==> src/rtl/ps2_keyboard_decoder_pkg.sv <==
// Shared constants, frame states and key-event type for the PS/2 keyboard decoder.
// No logic here; only types and a byte classifier.
// Consumers import ps2_keyboard_decoder_pkg::*.
package ps2_keyboard_decoder_pkg;

    localparam logic [7:0] SC_EXT     = 8'hE0;
    localparam logic [7:0] SC_BRK     = 8'hF0;
    localparam logic [7:0] SC_PAUSE   = 8'hE1;
    localparam logic [7:0] SC_BAT_OK  = 8'hAA;
    localparam logic [7:0] SC_ACK     = 8'hFA;
    localparam logic [7:0] SC_ECHO    = 8'hEE;
    localparam logic [7:0] SC_RESEND  = 8'hFE;
    localparam logic [7:0] SC_ERR_LO  = 8'h00;
    localparam logic [7:0] SC_ERR_HI  = 8'hFF;

    localparam logic [2:0] PAUSE_SKIP = 3'd7;

    typedef enum logic [1:0] {
        FRM_IDLE   = 2'd0,
        FRM_DATA   = 2'd1,
        FRM_PARITY = 2'd2,
        FRM_STOP   = 2'd3
    } frame_state_t;

    typedef struct packed {
        logic [7:0] code;
        logic       make;
        logic       ext;
    } key_evt_t;

    // Keyboard status/response bytes carry no key information.
    function automatic logic is_response(input logic [7:0] b);
        return (b == SC_BAT_OK) || (b == SC_ACK) || (b == SC_ECHO) ||
               (b == SC_RESEND) || (b == SC_ERR_LO) || (b == SC_ERR_HI);
    endfunction

endpackage

==> src/rtl/ps2_frame_rx.sv <==
// PS/2 frame receiver: 2-flop sync, ps2_clk glitch filter, 11-bit frame FSM, abort timeout.
// Latency: rx_done/rx_err are combinational in the cycle the STOP-bit fall is detected.
// Backpressure: none; results are single-cycle pulses. PS2_PARITY_CHECK_EN enables parity/stop checking.
module ps2_frame_rx
    import ps2_keyboard_decoder_pkg::*;
#(
    parameter int FILTER_LEN     = 8,
    parameter int TIMEOUT_CYCLES = 50000
) (
    input  logic       clk,
    input  logic       reset,
    input  logic       ps2_clk,
    input  logic       ps2_data,
    output logic [7:0] rx_byte,
    output logic       rx_done,
    output logic       rx_err
);

    localparam int FW = $clog2(FILTER_LEN + 1);
    localparam int TW = $clog2(TIMEOUT_CYCLES + 1);

    logic [1:0]    clk_sync;
    logic [1:0]    dat_sync;
    logic          clk_flt;
    logic          clk_flt_d;
    logic [FW-1:0] flt_cnt;
    logic [TW-1:0] tmo_cnt;

    frame_state_t  state, state_nxt;
    logic [2:0]    bit_cnt, bit_cnt_nxt;
    logic [7:0]    shreg, shreg_nxt;
    logic          fall;
    logic          bit_in;
    logic          tmo_hit;
    logic          stop_fall;

    // Idle bus is high, so sync and filter come out of reset at 1.
    always_ff @(posedge clk) begin
        if (reset) begin
            clk_sync  <= 2'b11;
            dat_sync  <= 2'b11;
            clk_flt   <= 1'b1;
            clk_flt_d <= 1'b1;
            flt_cnt   <= '0;
        end else begin
            clk_sync  <= {clk_sync[0], ps2_clk};
            dat_sync  <= {dat_sync[0], ps2_data};
            clk_flt_d <= clk_flt;
            if (clk_sync[1] == clk_flt) begin
                flt_cnt <= '0;
            end else if (flt_cnt == FW'(FILTER_LEN - 1)) begin
                clk_flt <= clk_sync[1];
                flt_cnt <= '0;
            end else begin
                flt_cnt <= flt_cnt + 1'b1;
            end
        end
    end

    assign fall    = clk_flt_d & ~clk_flt;
    assign bit_in  = dat_sync[1];
    assign tmo_hit = (tmo_cnt == TW'(TIMEOUT_CYCLES - 1));

    always_ff @(posedge clk) begin
        if (reset || state == FRM_IDLE || fall) begin
            tmo_cnt <= '0;
        end else begin
            tmo_cnt <= tmo_cnt + 1'b1;
        end
    end

    always_ff @(posedge clk) begin
        if (reset) begin
            state   <= FRM_IDLE;
            bit_cnt <= '0;
            shreg   <= '0;
        end else begin
            state   <= state_nxt;
            bit_cnt <= bit_cnt_nxt;
            shreg   <= shreg_nxt;
        end
    end

    always_comb begin
        state_nxt   = state;
        bit_cnt_nxt = bit_cnt;
        shreg_nxt   = shreg;
        stop_fall   = 1'b0;
        case (state)
            FRM_IDLE: begin
                if (fall && !bit_in) begin
                    state_nxt   = FRM_DATA;
                    bit_cnt_nxt = '0;
                    shreg_nxt   = '0;
                end
            end
            FRM_DATA: begin
                if (fall) begin
                    shreg_nxt[bit_cnt] = bit_in;
                    if (bit_cnt == 3'd7) begin
                        state_nxt = FRM_PARITY;
                    end else begin
                        bit_cnt_nxt = bit_cnt + 3'd1;
                    end
                end
            end
            FRM_PARITY: begin
                if (fall) begin
                    state_nxt = FRM_STOP;
                end
            end
            FRM_STOP: begin
                if (fall) begin
                    state_nxt = FRM_IDLE;
                    stop_fall = 1'b1;
                end
            end
            default: state_nxt = FRM_IDLE;
        endcase
        // A stalled partial frame is dropped silently; a fall in the same cycle wins.
        if (state != FRM_IDLE && tmo_hit && !fall) begin
            state_nxt = FRM_IDLE;
        end
    end

    assign rx_byte = shreg;

`ifdef PS2_PARITY_CHECK_EN
    logic par_bit;
    logic frame_ok;

    always_ff @(posedge clk) begin
        if (reset) begin
            par_bit <= 1'b0;
        end else if (state == FRM_PARITY && fall) begin
            par_bit <= bit_in;
        end
    end

    // The stop bit is the data level at the STOP fall itself.
    assign frame_ok = bit_in & ((^shreg) ^ par_bit);
    assign rx_done  = stop_fall & frame_ok;
    assign rx_err   = stop_fall & ~frame_ok;
`else
    assign rx_done  = stop_fall;
    assign rx_err   = 1'b0;
`endif

endmodule

==> src/rtl/ps2_keyboard_decoder.sv <==
// PS/2 set-2 keyboard decoder: folds E0/F0 prefixes and the E1 Pause sequence into single key events.
// Latency: key_valid/frame_err pulse 1 clk after the STOP-bit fall is detected.
// Backpressure: none; consumer must take key_valid pulses. PS2_PARITY_CHECK_EN enables frame_err.
module ps2_keyboard_decoder
    import ps2_keyboard_decoder_pkg::*;
#(
    parameter int FILTER_LEN     = 8,
    parameter int TIMEOUT_CYCLES = 50000
) (
    input  logic       clk,
    input  logic       reset,
    input  logic       ps2_clk,
    input  logic       ps2_data,
    output logic [7:0] keycode,
    output logic       key_make,
    output logic       key_ext,
    output logic       key_valid,
    output logic       frame_err
);

    logic [7:0] rx_byte;
    logic       rx_done;
    logic       rx_err;

    key_evt_t   evt_q;
    logic       ext_pend;
    logic       brk_pend;
    logic [2:0] skip_cnt;

    ps2_frame_rx #(
        .FILTER_LEN     (FILTER_LEN),
        .TIMEOUT_CYCLES (TIMEOUT_CYCLES)
    ) u_frame_rx (
        .clk      (clk),
        .reset    (reset),
        .ps2_clk  (ps2_clk),
        .ps2_data (ps2_data),
        .rx_byte  (rx_byte),
        .rx_done  (rx_done),
        .rx_err   (rx_err)
    );

    always_ff @(posedge clk) begin
        if (reset) begin
            evt_q     <= '0;
            ext_pend  <= 1'b0;
            brk_pend  <= 1'b0;
            skip_cnt  <= '0;
            key_valid <= 1'b0;
            frame_err <= 1'b0;
        end else begin
            key_valid <= 1'b0;
            frame_err <= rx_err;
            if (rx_done) begin
                // Pause bytes are swallowed whole, prefixes included.
                if (skip_cnt != 3'd0) begin
                    skip_cnt <= skip_cnt - 3'd1;
                end else if (rx_byte == SC_EXT) begin
                    ext_pend <= 1'b1;
                end else if (rx_byte == SC_BRK) begin
                    brk_pend <= 1'b1;
                end else if (rx_byte == SC_PAUSE) begin
                    skip_cnt <= PAUSE_SKIP;
                end else if (!is_response(rx_byte)) begin
                    evt_q     <= '{code: rx_byte, make: ~brk_pend, ext: ext_pend};
                    key_valid <= 1'b1;
                    ext_pend  <= 1'b0;
                    brk_pend  <= 1'b0;
                end
            end
        end
    end

    assign keycode  = evt_q.code;
    assign key_make = evt_q.make;
    assign key_ext  = evt_q.ext;

endmodule

==> config.mk <==
export PLATFORM = sky130hd
export DESIGN_NAME = ps2_keyboard_decoder
export DESIGN_NICKNAME = d
export VERILOG_FILES = /design/src/rtl/ps2_keyboard_decoder_pkg.sv /design/src/rtl/ps2_frame_rx.sv /design/src/rtl/ps2_keyboard_decoder.sv
export SDC_FILE = /design/constraint.sdc
export NUM_CORES = 1
export LEC_CHECK = 0
export ABC_AREA = 1
export CAP_MARGIN = 20
export CORE_ASPECT_RATIO = 2
export CORE_UTILIZATION = 38
export DETAILED_ROUTE_END_ITERATION = 12
export GPL_TIMING_DRIVEN = 0
export HOLD_SLACK_MARGIN = 0.03
export PLACE_DENSITY_LB_ADDON = 0.08
export SYNTH_ARGS = -nofsm -noshare
export SYNTH_HDL_FRONTEND = slang
export SYNTH_SLANG_ARGS = --single-unit
==> constraint.sdc <==
create_clock -name clk -period 3.95 [get_ports clk]
set_input_delay 0.5925 -clock clk [delete_from_list [all_inputs] [get_ports clk]]
set_output_delay 0.5925 -clock clk [all_outputs]
set_load 0.03 [all_outputs]
==> summary.md <==
| Metric | Value |
|---|---|
| Cell variety after synth | `31` |
| Width of the die | `62.42 um` |
| Initial Util | `39.66%` |
| Post-Syn Nets | `415` |
| RSZ-0062 raised after global routing | `false` |
| Reg-to-reg critical path startpoint | `u_frame_rx.bit_cnt[0]` |
| Crit-path max FO | `2` |
| Wire length per cell | `11.60 um` |
| Critical Path AT | `1.29 ns` |
| Mean post-synth cell area | `6.917 um^2` |
| Total track usage | `17.81%` |
| Static Leakage | `1.157 nW` |
| # hold bufs at CTS | `0` |
| Clk Latency, worst-skew pair | `0.29 ns` |
| Largest net degree at the start of global routing | `18` |
| Area delta synth->final | `14.03%` |
| CTS Buf Count | `5` |
| Core area | `0.006994 mm^2` |
| Clock share of power | `43.3%` |
| Max-Cap Viols | `0` |
| # setup viols final | `0` |
| Top Family by Delay on Critical Path | `buffers and inverters` |
| Critical path's slowest cell | `clkdlybuf4s50_1` |
| Min-Delay Startpoint | `u_frame_rx.dat_sync[0]` |
| Die ar. | `0.007666 mm^2` |
| Layout cells sized above 1 | `8.768%` |
| Top cell type's share of synthesized area | `39.69%` |
| Max Slew Vio Count | `0` |
| Clock root buffer | `clkbuf_16` |
| Antenna fix cells | `0` |
| Ports | `16` |
| Chip height | `122.8 um` |
| Fin. Hold Viols | `0` |
| Max Fclk | `0.5301 GHz` |
| Least-Margin Pin Slew | `0.5211 ns` |
| Htree depth | `2` |
| Slowest stage delay, CP | `0.67 ns` |
| P_int | `0.0008011 W` |
| Yosys top cell by area | `dfxtp_1` |
| Switching Share | `21.23%` |
| CTS Buffer Depth | `2` |
| Vias | `2493` |
| DRT iter0 DRCs | `97` |
| Synthesized area | `0.002774 mm^2` |
| Main synth FF type | `dfxtp_1` |
| DRT antenna net count | `0` |
| Final period util | `47.75%` |
| Reg2reg setup slack | `2.16 ns` |
| Max_slew headroom | `65.26%` |
| CTS resizes | `0` |
| Vias in the first global route | `2576` |
| Sequential Power Share | `54.8%` |
| Net switching power | `0.0002160 W` |
| Combinational share of power | `1.9%` |
| WS Path Type | `reg2out` |
| Worst-path clk slew | `0.07 ns` |
| Post-synthesis async set-or-reset flop share | `0%` |
| Number of remaining DRC errors | `0` |
| Post-DP HPWL | `4.693 mm` |
| Setup tns final | `0 ns` |
| Core Rows | `43` |
| Worst R2R End | `u_frame_rx.state[0]` |
| Clock Sinks | `55` |
| Crit path launch type | `flop` |
| Initial antenna violation count | `0` |
| Worst Hold Class | `reg2reg` |
| Sequential area share after synthesis | `39.69%` |
| Port Buffers | `13` |
| Ys Warns | `0` |
| Post-synth EDFFs | `0` |
| Cell Pwr Density | `321.5 mW/mm^2` |
| Worst R2R Path Depth | `9` |
| Syn Inst Count | `401` |
| CTS tree | `yes` |
| Final core occ | `45.22%` |
| Endpoint class of the critical path | `output pin` |
| Synth Register Bits | `55` |
| WHS Endpoint | `u_frame_rx.dat_sync[1]` |
| Setup Skew | `0.007637 ns` |
| Final wirelength | `5.938 mm` |
| Post-CTS Setup Inserts | `0` |
| Pre-Repair DR Iteration Count | `4` |
| Final min period | `1.886 ns` |
| Hold path depth | `1` |
| Final Wtd Congestion | `0.8458` |
| Vias per std cell | `4.869` |
| First-pass GRT wire length | `10.58 mm` |
| Top cells by area, synth | `dfxtp_1 40%, nand2_1 12%, inv_1 7.4%` |
| Req. time, crit path | `3.36 ns` |
| Fin nets | `435` |
| Worst VDD drop | `0.3412 mV` |
| Status | `finished, final reports clean` |
| GR Overflow Total | `0` |
| Critical path buffers and inverters | `1` |
| Cell chain of the critical path | `clkdlybuf4s50_1` |
==> power groups by stage <==
stage,clock (W),combinational [W],sequential [W]
finish,0.000441,0.0000192,0.000557
floorplan,0,0.0000134,0.000570
CTS,0.000457,0.0000200,0.000557
global placement,0,0.0000198,0.000570
detailed placement,0,0.0000200,0.000570
global route,0.000480,0.0000221,0.000557
==> layout make-up <==
cell class	count	area (um^2)
inverters	61	229.0
well taps	90	112.6
clock inverters	2	17.52
plain buffers	12	81.33
multi-input cells	273	1363
repair buffers	13	130.1
fillers	750	3831
clock buffers	6	128.9
flip-flops and latches	55	1101
==> state kept, by name, indices dropped and copies added (netlist names) <==
register	cells
key_make	1
u_frame_rx.bit_cnt	3
u_frame_rx.dat_sync	2
key_valid	1
keycode	8
brk_pend	1
u_frame_rx.clk_flt	1
u_frame_rx.tmo_cnt	16
u_frame_rx.rx_byte	8
skip_cnt	3
u_frame_rx.clk_sync	2
u_frame_rx.clk_flt_d	1
u_frame_rx.state	2
key_ext	1
u_frame_rx.flt_cnt	4
ext_pend	1
==> Yosys cell counts (2+ instances only) <==
cell / number
a21oi_1: 27
buf_2: 4
buf_4: 2
buf_6: 3
clkbuf_1: 2
dfxtp_1: 55
ha_1: 10
inv_1: 55
inv_2: 5
nand2_1: 87
nand3_1: 21
nand4_1: 19
nor2_1: 47
nor2_2: 4
nor2_4: 2
nor3_1: 16
nor4_1: 2
o21ai_0: 22
or2_2: 5
xor2_1: 2
==> kinds of logic after synthesis <==
family	Yosys count	synth area share [%]
compound gates	51	9.382
xor+xnor	3	0.9474
simple gates	208	34.15
fa+ha+maj	10	4.511
buf+inv	73	11.19
flops	55	39.69
other cells	1	0.1352
==> placed cells by master (no fill, tap or decap), drive strengths merged, types with 10 or more instances in the layout <==
master and count:
ha 10, nor3 17, inv 60, dfxtp 55
clkdlybuf4s50 13, o21ai 22, nor2 53, nand3 22
nand2 88, a21oi 27, nand4 19
==> worst max path at each step <==
stage / to / cells after the start / startpoint
6_report: keycode[0] / 1 / keycode[0]
5_1_grt: u_frame_rx.state[1] / 11 / u_frame_rx.state[1]
4_1_cts: keycode[3] / 1 / keycode[3]
3_5_place_dp: u_frame_rx.flt_cnt[2] / 6 / reset
3_3_place_gp: u_frame_rx.flt_cnt[2] / 6 / reset
2_1_floorplan: u_frame_rx.rx_byte[3] / 8 / u_frame_rx.state[0]
==> metal layers <==
| layer | part of all wire (%) | routed length, um | vias up | global-route usage, % |
|---|---|---|---|---|
| met4 | 5.2 | 306 | 0 | 14.10 |
| met2 | 58 | 3450 | 41 | 36.21 |
| met3 | 1.8 | 109 | 18 | 3.439 |
| li1 | - | - | 1313 | - |
| met5 | 0 | 0 | - | 0 |
| met1 | 35 | 2072 | 1121 | 14.06 |
==> through the flow <==
stage	hold slack [ns]	std cells	instance area (um^2)	power [W]	setup WS, ns
5_1_grt	0.4332	512	3163	0.001059	1.972
2_1_floorplan	0.3895	401	2774	0.0005832	2.435
3_3_place_gp	0.3943	504	3017	0.0005897	2.179
3_5_place_dp	0.3989	504	3017	0.0005900	2.164
6_report	0.4121	512	3163	0.001017	2.064
4_1_cts	0.4159	512	3163	0.001034	2.047
Note: power is estimated with default switching activity, not from simulation.
